File: config.mk
export PLATFORM = sky130hd
export DESIGN_NAME = spi_flash_rd
export DESIGN_NICKNAME = d
export VERILOG_FILES = /design/src/rtl/spi_flash_rd.sv
export SDC_FILE = /design/constraint.sdc
export NUM_CORES = 1
export LEC_CHECK = 0
export CAP_MARGIN = 30
export CORE_MARGIN = 5
export CORE_UTILIZATION = 32
export DETAILED_ROUTE_END_ITERATION = 8
export PLACE_DENSITY = 0.53
export RECOVER_POWER = 50
export SLEW_MARGIN = 10
export SYNTH_ARGS = -nofsm -noshare
export SYNTH_HDL_FRONTEND = slang
export SYNTH_SLANG_ARGS = --single-unit
File: constraint.sdc
create_clock -name wb_clk_i -period 7.4 [get_ports wb_clk_i]
set_input_delay 1.11 -clock wb_clk_i [delete_from_list [all_inputs] [get_ports wb_clk_i]]
set_output_delay 1.11 -clock wb_clk_i [all_outputs]
set_load 0.02 [all_outputs]
File: src/rtl/spi_flash_rd.sv
// spi_flash_rd -- read-only Wishbone window onto an S25FL064P serial flash, rev 1.0
// Issues READ (0x03) and keeps ss_n low so sequential word reads skip the command phase.
`default_nettype none

module spi_flash_rd #(
  parameter int          ADR_W      = 19,
  parameter logic [23:0] FLASH_BASE = 24'h000000,
  parameter int          CLK_DIV    = 1,
  parameter int          IDLE_TO    = 64,
  parameter int          CS_GAP     = 2
) (
  input  logic             wb_clk_i,
  input  logic             wb_rst_i,
  input  logic [ADR_W:1]   wb_adr_i,
  input  logic [15:0]      wb_dat_i,
  output logic [15:0]      wb_dat_o,
  input  logic [1:0]       wb_sel_i,
  input  logic             wb_we_i,
  input  logic             wb_stb_i,
  input  logic             wb_cyc_i,
  output logic             wb_ack_o,
  output logic             sclk,
  output logic             mosi,
  input  logic             miso,
  output logic             ss_n,
  output logic             busy
);

  localparam int PW = $clog2(2 * CLK_DIV);
  localparam int TW = (IDLE_TO > 2) ? $clog2(IDLE_TO) : 1;
  localparam int GW = $clog2(CS_GAP + 1);

  typedef enum logic [2:0] {
    IDLE, SETUP, CMD, ADDR, DATA, ACK, HOLD, GAP
  } state_t;

  state_t state, state_n;

  logic [PW-1:0] phase;
  logic [4:0]    bcnt;
  logic [TW-1:0] tcnt;
  logic [GW-1:0] gcnt;
  logic [31:0]   tx;
  logic [15:0]   rx;
  logic [23:0]   cur;
  logic [23:0]   nxt;
  logic [23:0]   fa;

  logic rd_req, wr_req, in_bits, waiting, abort, bit_mid, bit_end, shift;

  logic unused_inputs;
  assign unused_inputs = ^{wb_dat_i, wb_sel_i};

  assign fa = FLASH_BASE + 24'({wb_adr_i, 1'b0});

  always_comb begin
    rd_req  = wb_stb_i & wb_cyc_i & ~wb_we_i & ~wb_ack_o;
    wr_req  = wb_stb_i & wb_cyc_i & wb_we_i & ~wb_ack_o;
    in_bits = (state == CMD) || (state == ADDR) || (state == DATA);
    waiting = (state == IDLE) || (state == HOLD) || (state == GAP);
    // Dropping the strobe mid-transfer is treated like a cycle abort so ack never meets stb=0.
    abort   = (in_bits || (state == SETUP)) && !(wb_cyc_i && wb_stb_i);
    bit_mid = in_bits && (phase == PW'(CLK_DIV - 1));
    bit_end = in_bits && (phase == PW'(2 * CLK_DIV - 1));
    state_n = state;
    case (state)
      IDLE:  if (rd_req) state_n = SETUP;
      SETUP: state_n = abort ? GAP : CMD;
      CMD:   if (abort) state_n = GAP;
             else if (bit_end && bcnt == 5'd7) state_n = ADDR;
      ADDR:  if (abort) state_n = GAP;
             else if (bit_end && bcnt == 5'd23) state_n = DATA;
      DATA:  if (abort) state_n = GAP;
             else if (bit_end && bcnt == 5'd15) state_n = ACK;
      ACK:   state_n = HOLD;
      HOLD:  if (rd_req) state_n = (fa == nxt) ? DATA : GAP;
             else if (tcnt == TW'(IDLE_TO - 2)) state_n = GAP;
      GAP:   if (gcnt == GW'(CS_GAP - 1)) state_n = rd_req ? SETUP : IDLE;
      default: state_n = IDLE;
    endcase
    shift = ((state == SETUP) && (state_n == CMD)) ||
            (bit_end && ((state_n == CMD) || (state_n == ADDR)) && (state != ADDR || state_n == ADDR));
  end

  always_ff @(posedge wb_clk_i) begin
    if (wb_rst_i) state <= IDLE;
    else          state <= state_n;
  end

  always_ff @(posedge wb_clk_i) begin
    if (wb_rst_i) begin
      wb_ack_o <= 1'b0;
      wb_dat_o <= 16'h0000;
      sclk     <= 1'b0;
      mosi     <= 1'b0;
      ss_n     <= 1'b1;
      busy     <= 1'b0;
      phase    <= '0;
      bcnt     <= '0;
      tcnt     <= '0;
      gcnt     <= '0;
      tx       <= '0;
      rx       <= '0;
      cur      <= '0;
      nxt      <= '0;
    end else begin
      wb_ack_o <= (state_n == ACK) || (wr_req && waiting);
      ss_n     <= (state_n == IDLE) || (state_n == GAP);
      busy     <= (state_n != IDLE);
      phase    <= (in_bits && !abort && !bit_end) ? phase + 1'b1 : '0;
      tcnt     <= (state == HOLD) ? tcnt + 1'b1 : '0;
      gcnt     <= (state == GAP) ? gcnt + 1'b1 : '0;

      if (!in_bits) bcnt <= '0;
      else if (bit_end) bcnt <= (state_n == state) ? bcnt + 5'd1 : 5'd0;

      if (in_bits && !abort) begin
        if (bit_end)      sclk <= 1'b0;
        else if (bit_mid) sclk <= 1'b1;
      end else begin
        sclk <= 1'b0;
      end

      if (state_n == SETUP) begin
        tx   <= {8'h03, fa};
        mosi <= 1'b0;
      end else if (shift) begin
        mosi <= tx[31];
        tx   <= {tx[30:0], 1'b0};
      end else if (!((state_n == CMD) || (state_n == ADDR))) begin
        mosi <= 1'b0;
      end

      if ((state_n == SETUP) || ((state == HOLD) && (state_n == DATA))) cur <= fa;
      if (bit_mid && (state == DATA) && !abort) rx <= {rx[14:0], miso};

      // First byte shifted in belongs to the lower address, hence the swap.
      if (state_n == ACK) begin
        wb_dat_o <= {rx[7:0], rx[15:8]};
        nxt      <= cur + 24'd2;
      end
    end
  end

endmodule

`default_nettype wire

==> results of run 1 <==
## critical path, stage by stage
cell	delay, ns
clkbuf_1	1.35
clkbuf_1	2.29
or2_0	0.63
a21oi_1	0.10
## final timing paths
path	to	from	slack, ns	cells past startpoint
setup / recovery	tx[21]	wb_rst_i	2.13	4
hold / removal	gcnt[0]	gcnt[0]	0.43	1
setup reg to reg	nxt[16]	wb_ack_o	3.33	9
hold reg to reg	gcnt[0]	gcnt[0]	0.43	1
## cell usage after synthesis, types with 2 or more instances
master	count	share of area [%]
xor2_1	21	3.3
nand2_1	127	8.6
ha_1	6	1.4
and2_1	3	0.34
inv_1	10	0.68
nand4_1	8	0.90
or2_2	2	0.23
a22oi_1	18	2.4
nor2_1	40	2.7
a31oi_1	2	0.23
nand3_1	34	3.1
a21oi_1	91	8.2
clkbuf_1	28	1.9
or3_1	4	0.45
and3_1	8	0.90
o211ai_1	2	0.27
xnor2_1	19	3.0
nor3_1	9	0.81
nand2b_1	6	0.68
or4_1	2	0.27
buf_6	6	1.2
nor4_1	2	0.23
o21ai_0	22	2.0
buf_2	9	0.81
nand3b_1	2	0.27
o21ai_1	2	0.18
dfxtp_1	124	45
o31ai_1	2	0.27
a211oi_1	2	0.27
a211oi_2	16	3.6
o22ai_2	2	0.45
mux2i_1	2	0.36
## per-stage QoR
stage / hold WS [ns] / worst slack, ns / cell area [µm²] / cells
2_1_floorplan: 0.4064 / 4.342 / 5552 / 656
3_5_place_dp: 0.4246 / 2.692 / 6117 / 887
3_3_place_gp: 0.4215 / 2.259 / 6106 / 886
5_1_grt: 0.4444 / 1.783 / 6714 / 919
4_1_cts: 0.4324 / 3.125 / 6705 / 917
6_report: 0.4259 / 2.132 / 6714 / 919
## report_power, final
group | switching, mW | leakage (nW) | total [mW] | internal (mW)
Sequential | 0.126 | 1.01 | 0.947 | 0.821
Clock | 0.280 | 0.278 | 0.816 | 0.537
Combinational | 0.675 | 0.951 | 1.03 | 0.357
Total | 1.08 | 2.24 | 2.80 | 1.71
## cell type report
cell class,instances,area [µm²]
sequential,124,2482
multi-input combinational,478,2820
fill,1756,10460
clock buffer,25,505.5
tap,225,281.5
inverter,10,37.54
clock inverter,5,82.58
timing repair buffer,52,504.2
## registers in the layout (all words and copies together), names as in the netlist
signal / flops
bcnt: 5
busy: 1
cur: 19
gcnt: 2
mosi: 1
nxt: 20
phase: 1
rx: 16
sclk: 1
ss_n: 1
state: 3
tcnt: 6
tx: 31
wb_ack_o: 1
wb_dat_o: 16
## layer usage
layer / up-vias / GRT usage (%) / part of all wire, % / routed length, µm
li1: 2335 / - / - / -
met2: 102 / 23.07 / 49 / 6520
met5: - / 0 / 0 / 0
met1: 2241 / 17.17 / 45 / 5976
met4: 0 / 5.253 / 1.7 / 233
met3: 17 / 3.505 / 4.4 / 585
## kinds of logic after synthesis
family,synth area share (%)
AO/OA/AOI/OAI,21.23
multiplexers,0.3606
AND/OR/NAND/NOR,21.30
adder cells (fa/ha/maj),1.352
buffers and inverters,4.733
XOR/XNOR,6.311
flip-flops,44.71
==> reports/metrics.yaml, run 1 <==
clocking:
  numCtsBuffers: 17
  hold_buffers: 0
  cts_resized: 0
  cts.clk_slew.worst_paths_ns: 0.05
  cts_tree: "yes"
  htreeDepth: 4
  cts_root_buf: "clkbuf_16"
  cts.sinks: 124
  clk_latency_ns: 0.41
  post_cts_buffers: 0
  cts_buffer_depth: 2
floorplan:
  initial_core_util_pct: 32.32
  io_pins: 64
  coreArea_um2: 17180
  die_width_um: 141.7
  die_h_um: 141.7
  die-area_um2: 20080
  row_count: 48
final_layout:
  final_cell_mix: "nand2_1 (127), dfxtp_1 (124), a21oi_1 (91)"
  areaGrowthSynthToFinish_pct: 20.94
  layout_commonest_cell: "nand2_1"
  final_nets: 732
  layout-drive-gt1-share_pct: 8.790
  final_core_util_pct: 39.09
  antenna-diode-count: 0
timing:
  rsz0062_at_grt: "no"
  hold_viol_final: 0
  timing.fmax_mhz: 189.8
  worst_pin_slew_ns: 3.115
  fin_crit_sh_pct: 71.18
  finalCriticalPeriod_ns: 5.268
  setup_viol: 0
  slew_headroom_pct: -107.7
  clock_skew_ns: 0.01066
  slew_violations: 106
  setup-tns-final_ns: 0
grt:
  grt_pass1_wl_um: 22540
  grt_antenna_before_repair: 0
  grt_max_degree: 62
  overflow: 0
  grtUsageTotal_pct: 13.82
  grt_pass1_vias: 4514
drt:
  drtAntennaViolNets: 0
  routed_wl_um: 13320
  wl_per_cell_um: 14.49
  via_per_inst: 5.109
  vias: 4695
  drt_first_pass_iters: 5
  drc: 0
  drt_iter0_drc: 343
outcome:
  status: "finished, violations left"
  violations: "max-capacitance violations, max-slew violations"
min_path:
  min_path_type: "register to register"
power:
  power.static_leakage_nw: 2.235
  power_mw: 2.796
  p_per_area_nw_per_um2: 416.4
  irDropWorstVdd_mv: 0.2490
synth:
  yosysUniqueCellTypes: 57
  synth-edff-count: 0
  synth-warning-count: 0
  avgSynthCellArea_um2: 8.463
  syn_area_um2: 5552
  synth-seq-area-share_pct: 44.71
  syn_inst: 656
  synth_nets: 705
  ys_ff_latch: 124
  dominantRegCellSynth: "dfxtp_1"
  synth_async_sr_flop_share_pct: 0
place:
  hpwl_um: 8883
  portBuffers: 45
  gp_congestion: 0.7909
critical_path:
  crit_arrival_ns: 5.53
  crit_required_ns: 7.66
  endpoint_kind: "register"
  critPathMaxFanout: 61
  start_kind: "input pin"
  criticalPathCategory: "input pin to register"
run:
  maxCapViolations: 2
Note: power is estimated with default switching activity, not from simulation.
==> run 2: changes to the inputs <==
- clock period: 7.4 -> 5.4 ns (I/O delays scaled with it)
==> reports/metrics.yaml, run 2 (synthesis gave the netlist of run 1 again) <==
outcome:
  status: "finished, final reports clean"
final_layout:
  largest-register: "tx"
  final_nets: 733
  antenna-diode-count: 0
  fillCellCount: 1760
  layout-drive-gt1-share_pct: 10.19
  layout_commonest_cell: "nand2_1"
  fin_cells: 922
  top_regs: "tx x31, nxt x20, cur x19"
  final_cell_mix: "nand2_1 (127), dfxtp_1 (124), a21oi_1 (91)"
  design_area_um2: 6724
  areaGrowthSynthToFinish_pct: 21.12
  largest_reg_flops: 31
timing:
  worst_pin_slew_ns: 1.141
  setup-tns-final_ns: 0
  finalCriticalPeriod_ns: 4.007
  setup_viol: 0
  fin_crit_sh_pct: 74.21
  hold_viol_final: 0
  clock_skew_ns: 0.01828
  slew_violations: 0
  rsz0062_at_grt: "no"
  setup_slack_ns: 1.393
  slew_headroom_pct: 23.93
  timing.fmax_mhz: 249.6
critical_path:
  endpoint_kind: "register"
  critPathMaxFanout: 30
  crit_start: "wb_stb_i"
  path_cells: "dlygate4sd3_1 -> and4bb_1 -> nand4_1 -> or4_1 -> o22ai_1 -> o211a_2 -> buf_4 -> nor2_1 -> a311oi_2"
  max_stage_delay_ns: 0.90
  r2r_cells: 9
  r2r-end: "tx[12]"
  slowest_stage: "o22ai_1"
  crit_arrival_ns: 4.33
  critPathTopFamily: "compound AO/OA/AOI/OAI gates"
  crit_required_ns: 5.72
  r2r-start: "bcnt[0]"
  criticalPathCategory: "input pin to register"
  start_kind: "input pin"
  reg2reg_slack_ns: 1.92
  path_buf_inv: 2
clocking:
  htreeDepth: 4
  hold_buffers: 0
  numCtsBuffers: 17
  cts_tree: "yes"
  cts.clk_slew.worst_paths_ns: 0.05
  clk_latency_ns: 0.42
  cts.sinks: 124
  cts_resized: 0
  post_cts_buffers: 0
  cts_buffer_depth: 2
  cts_root_buf: "clkbuf_16"
min_path:
  min_path_type: "register to register"
  min_delay_path_depth: 1
  hp-start: "gcnt[0]"
  holdPathEnd: "gcnt[0]"
drt:
  drc: 0
  via_per_inst: 5.043
  drtAntennaViolNets: 0
  vias: 4650
  routed_wl_um: 13660
  wl_per_cell_um: 14.82
  drt_iter0_drc: 281
  drt_first_pass_iters: 5
grt:
  grt_pass1_vias: 4595
  grt_antenna_before_repair: 0
  grt_max_degree: 62
  grtUsageTotal_pct: 14.29
  grt_pass1_wl_um: 23050
  overflow: 0
place:
  placed_area_um2: 6128
  gp_congestion: 0.7621
  portBuffers: 45
  pre_cts_ws_ns: 1.488
  dpl.cell_count: 889
  hpwl_um: 9202
power:
  power.static_leakage_nw: 2.270
  irDropWorstVdd_mv: 0.2650
  p_per_area_nw_per_um2: 570.4
run:
  maxCapViolations: 0
floorplan:
  die_h_um: 141.7
  io_pins: 64
  die-area_um2: 20080
  row_count: 48
  initial_core_util_pct: 32.32
  coreArea_um2: 17180
  die_width_um: 141.7
## run 2: power by group
part / internal (mW) / leakage (nW) / switching [mW]
Clock: 0.727 / 0.302 / 0.392
Sequential: 1.12 / 1.01 / 0.175
Combinational: 0.491 / 0.961 / 0.927
## run 2: worst max path at each step
stage,to,slack [ns],cells past startpoint
final,nxt[16],1.39,9
after global routing,nxt[16],1.14,9
after CTS,nxt[16],1.91,9
after detailed placement,nxt[16],1.49,9
after global placement,nxt[16],1.55,9
after floorplan,nxt[10],2.64,9
## run 2: cell type report
cell class,instances,area (µm²),area share [%]
multi-input cells,478,2820,41.94
flip-flops and latches,124,2482,36.92
clock buffers,26,539.3,8.020
repair buffers,53,508.0,7.555
well taps,225,281.5,4.187
clock inverters,6,55.05,0.8188
inverters,10,37.54,0.5582
## run 2: worst reg2reg max path, cell delays in order (launching register included)
cell and delay (ns):
dfxtp_1 0.34, ha_1 0.24, and4b_1 0.26, a31oi_1 0.23
o21ai_0 0.23, o41ai_4 0.70, clkbuf_1 0.84, nor2_4 0.26
nand2_1 0.17, a21oi_1 0.08
## run 2: layer usage
layer,wire length (µm),up-vias,track usage (%)
met5,0,-,0
met4,227,0,6.465
met3,420,15,3.640
met2,6721,70,23.54
met1,6293,2226,17.56
li1,-,2339,-
## run 2: per-stage QoR
step / util [%] / hold WS (ns) / power [mW]
finish: 39.15 / 0.4407 / 3.835
global route: 39.15 / 0.4694 / 4.087
CTS: 39.14 / 0.4418 / 3.870
floorplan: - / 0.4064 / 2.372
global placement: 35.68 / 0.4204 / 2.693
detailed placement: 35.68 / 0.4340 / 2.732
==> run 3: changes to the inputs <==
- clock period: 5.4 -> 3.75 ns (I/O delays scaled with it)
==> reports/metrics.yaml, run 3 (synthesis gave the netlist of run 1 again) <==
outcome:
  status: "finished, final reports clean"
drt:
  routed_wl_um: 13680
  drc: 0
  drtAntennaViolNets: 0
  drt_iter0_drc: 272
  via_per_inst: 5.113
  wl_per_cell_um: 14.75
  vias: 4740
  drt_first_pass_iters: 5
floorplan:
  row_count: 48
  io_pins: 64
  coreArea_um2: 17180
  initial_core_util_pct: 32.32
  die-area_um2: 20080
  die_width_um: 141.7
  die_h_um: 141.7
power:
  p_per_area_nw_per_um2: 840.7
  irDropWorstVdd_mv: 0.4964
  power.static_leakage_nw: 2.301
clocking:
  hold_buffers: 0
  cts.clk_slew.worst_paths_ns: 0.05
  clk_latency_ns: 0.41
  cts_root_buf: "clkbuf_16"
  cts_resized: 0
  numCtsBuffers: 17
  cts_tree: "yes"
  cts.sinks: 124
  htreeDepth: 4
  post_cts_buffers: 0
  cts_buffer_depth: 2
final_layout:
  antenna-diode-count: 0
  areaGrowthSynthToFinish_pct: 22.36
  largest-register: "tx"
  layout_commonest_cell: "nand2_1"
  final_nets: 738
  fin_cells: 927
  layout-drive-gt1-share_pct: 9.829
  top_regs: "tx x31, nxt x20, cur x19"
  fillCellCount: 1801
  largest_reg_flops: 31
  final_cell_mix: "nand2_1 (127), dfxtp_1 (124), a21oi_1 (91)"
critical_path:
  criticalPathCategory: "input pin to register"
  crit_cells: 8
  start_kind: "input pin"
  critPathTopFamily: "simple AND/OR/NAND/NOR gates"
  endpoint_kind: "register"
  worstSetupEndpoint: "tx[20]"
  path_buf_inv: 2
  r2r_cells: 10
  crit_required_ns: 4.08
  crit_start: "wb_stb_i"
  r2r-end: "tx[20]"
  path_cells: "dlygate4sd3_1 -> and4bb_1 -> nand2b_1 -> a221oi_1 -> nor4b_4 -> clkbuf_2 -> or2_0 -> a21oi_1"
  critPathMaxFanout: 24
  reg2reg_slack_ns: 0.57
  slowest_stage: "a221oi_1"
  r2r-start: "bcnt[0]"
  max_stage_delay_ns: 0.69
  crit_arrival_ns: 3.57
timing:
  timing.fmax_mhz: 308.9
  slew_headroom_pct: 41.85
  worst_pin_slew_ns: 0.8723
  clock_skew_ns: 0.009539
  fin_crit_sh_pct: 86.32
  setup_slack_ns: 0.5129
  setup-tns-final_ns: 0
  rsz0062_at_grt: "no"
  hold_viol_final: 0
  finalCriticalPeriod_ns: 3.237
  setup_viol: 0
  slew_violations: 0
grt:
  grt_max_degree: 78
  grt_pass1_vias: 4605
  grt_pass1_wl_um: 22710
  overflow: 0
  grt_antenna_before_repair: 0
  grtUsageTotal_pct: 13.93
run:
  maxCapViolations: 0
place:
  pre_cts_ws_ns: 0.2731
  hpwl_um: 9280
  dpl.cell_count: 894
  gp_congestion: 0.8243
  portBuffers: 45
min_path:
  min_path_type: "register to register"
[run 3: changes by cell type in the layout (fill, tap and decap cells not counted), sizes merged]
cell,previous run,this run
buf,8,13
clkinv,5,2
bufinv,1,4
[run 3: how the worst min path moves through the flow]
stage | depth (start not counted) | endpoint | slack, ns | start
after floorplan | 1 | gcnt[0] | 0.41 | gcnt[0]
after global placement | 1 | gcnt[0] | 0.42 | gcnt[0]
after detailed placement | 1 | gcnt[0] | 0.43 | gcnt[0]
after CTS | 1 | gcnt[0] | 0.44 | gcnt[0]
after global routing | 1 | gcnt[0] | 0.45 | gcnt[0]
final | 1 | gcnt[0] | 0.43 | gcnt[0]
[run 3: layout make-up]
class	count	area, µm²	area share (%)
Inverter	10	37.54	0.5526
Sequential cell	124	2482	36.54
Timing Repair Buffer	58	550.5	8.105
Multi-Input combinational cell	478	2801	41.24
Tap cell	225	281.5	4.144
Clock inverter	6	130.1	1.916
Clock buffer	26	509.2	7.497
[run 3: report_power, final]
| group | switching (mW) | internal, mW | total [mW] |
|---|---|---|---|
| logic | 1.34 | 0.741 | 2.09 |
| clock network | 0.561 | 1.20 | 1.76 |
| registers | 0.246 | 1.62 | 1.86 |
| total | 2.15 | 3.56 | 5.71 |
[run 3: metrics by stage]
| stage | utilization, % | instance area (µm²) | hold WS (ns) | total power, mW |
|---|---|---|---|---|
| after global routing | 39.55 | 6793 | 0.4501 | 6.083 |
| after detailed placement | 35.90 | 6166 | 0.4292 | 3.998 |
| after global placement | 35.90 | 6166 | 0.4160 | 3.932 |
| final | 39.55 | 6793 | 0.4340 | 5.711 |
| after CTS | 39.62 | 6805 | 0.4371 | 5.784 |
| after floorplan | - | 5552 | 0.4064 | 3.416 |
[run 3: layer usage]
| layer | track usage [%] | share of wire, % |
|---|---|---|
| met5 | 0 | 0 |
| met4 | 5.101 | 1.4 |
| met3 | 3.472 | 3.7 |
| met2 | 23.24 | 49 |
| met1 | 17.42 | 46 |
[run 3: worst reg2reg max path, delay by kind of cell, from the launching register on]
kind	cells	cell delay, ns
fa+ha+maj	2	0.40
compound gates	4	1.14
buf+inv	1	0.41
simple gates	3	0.83
flops	1	0.33
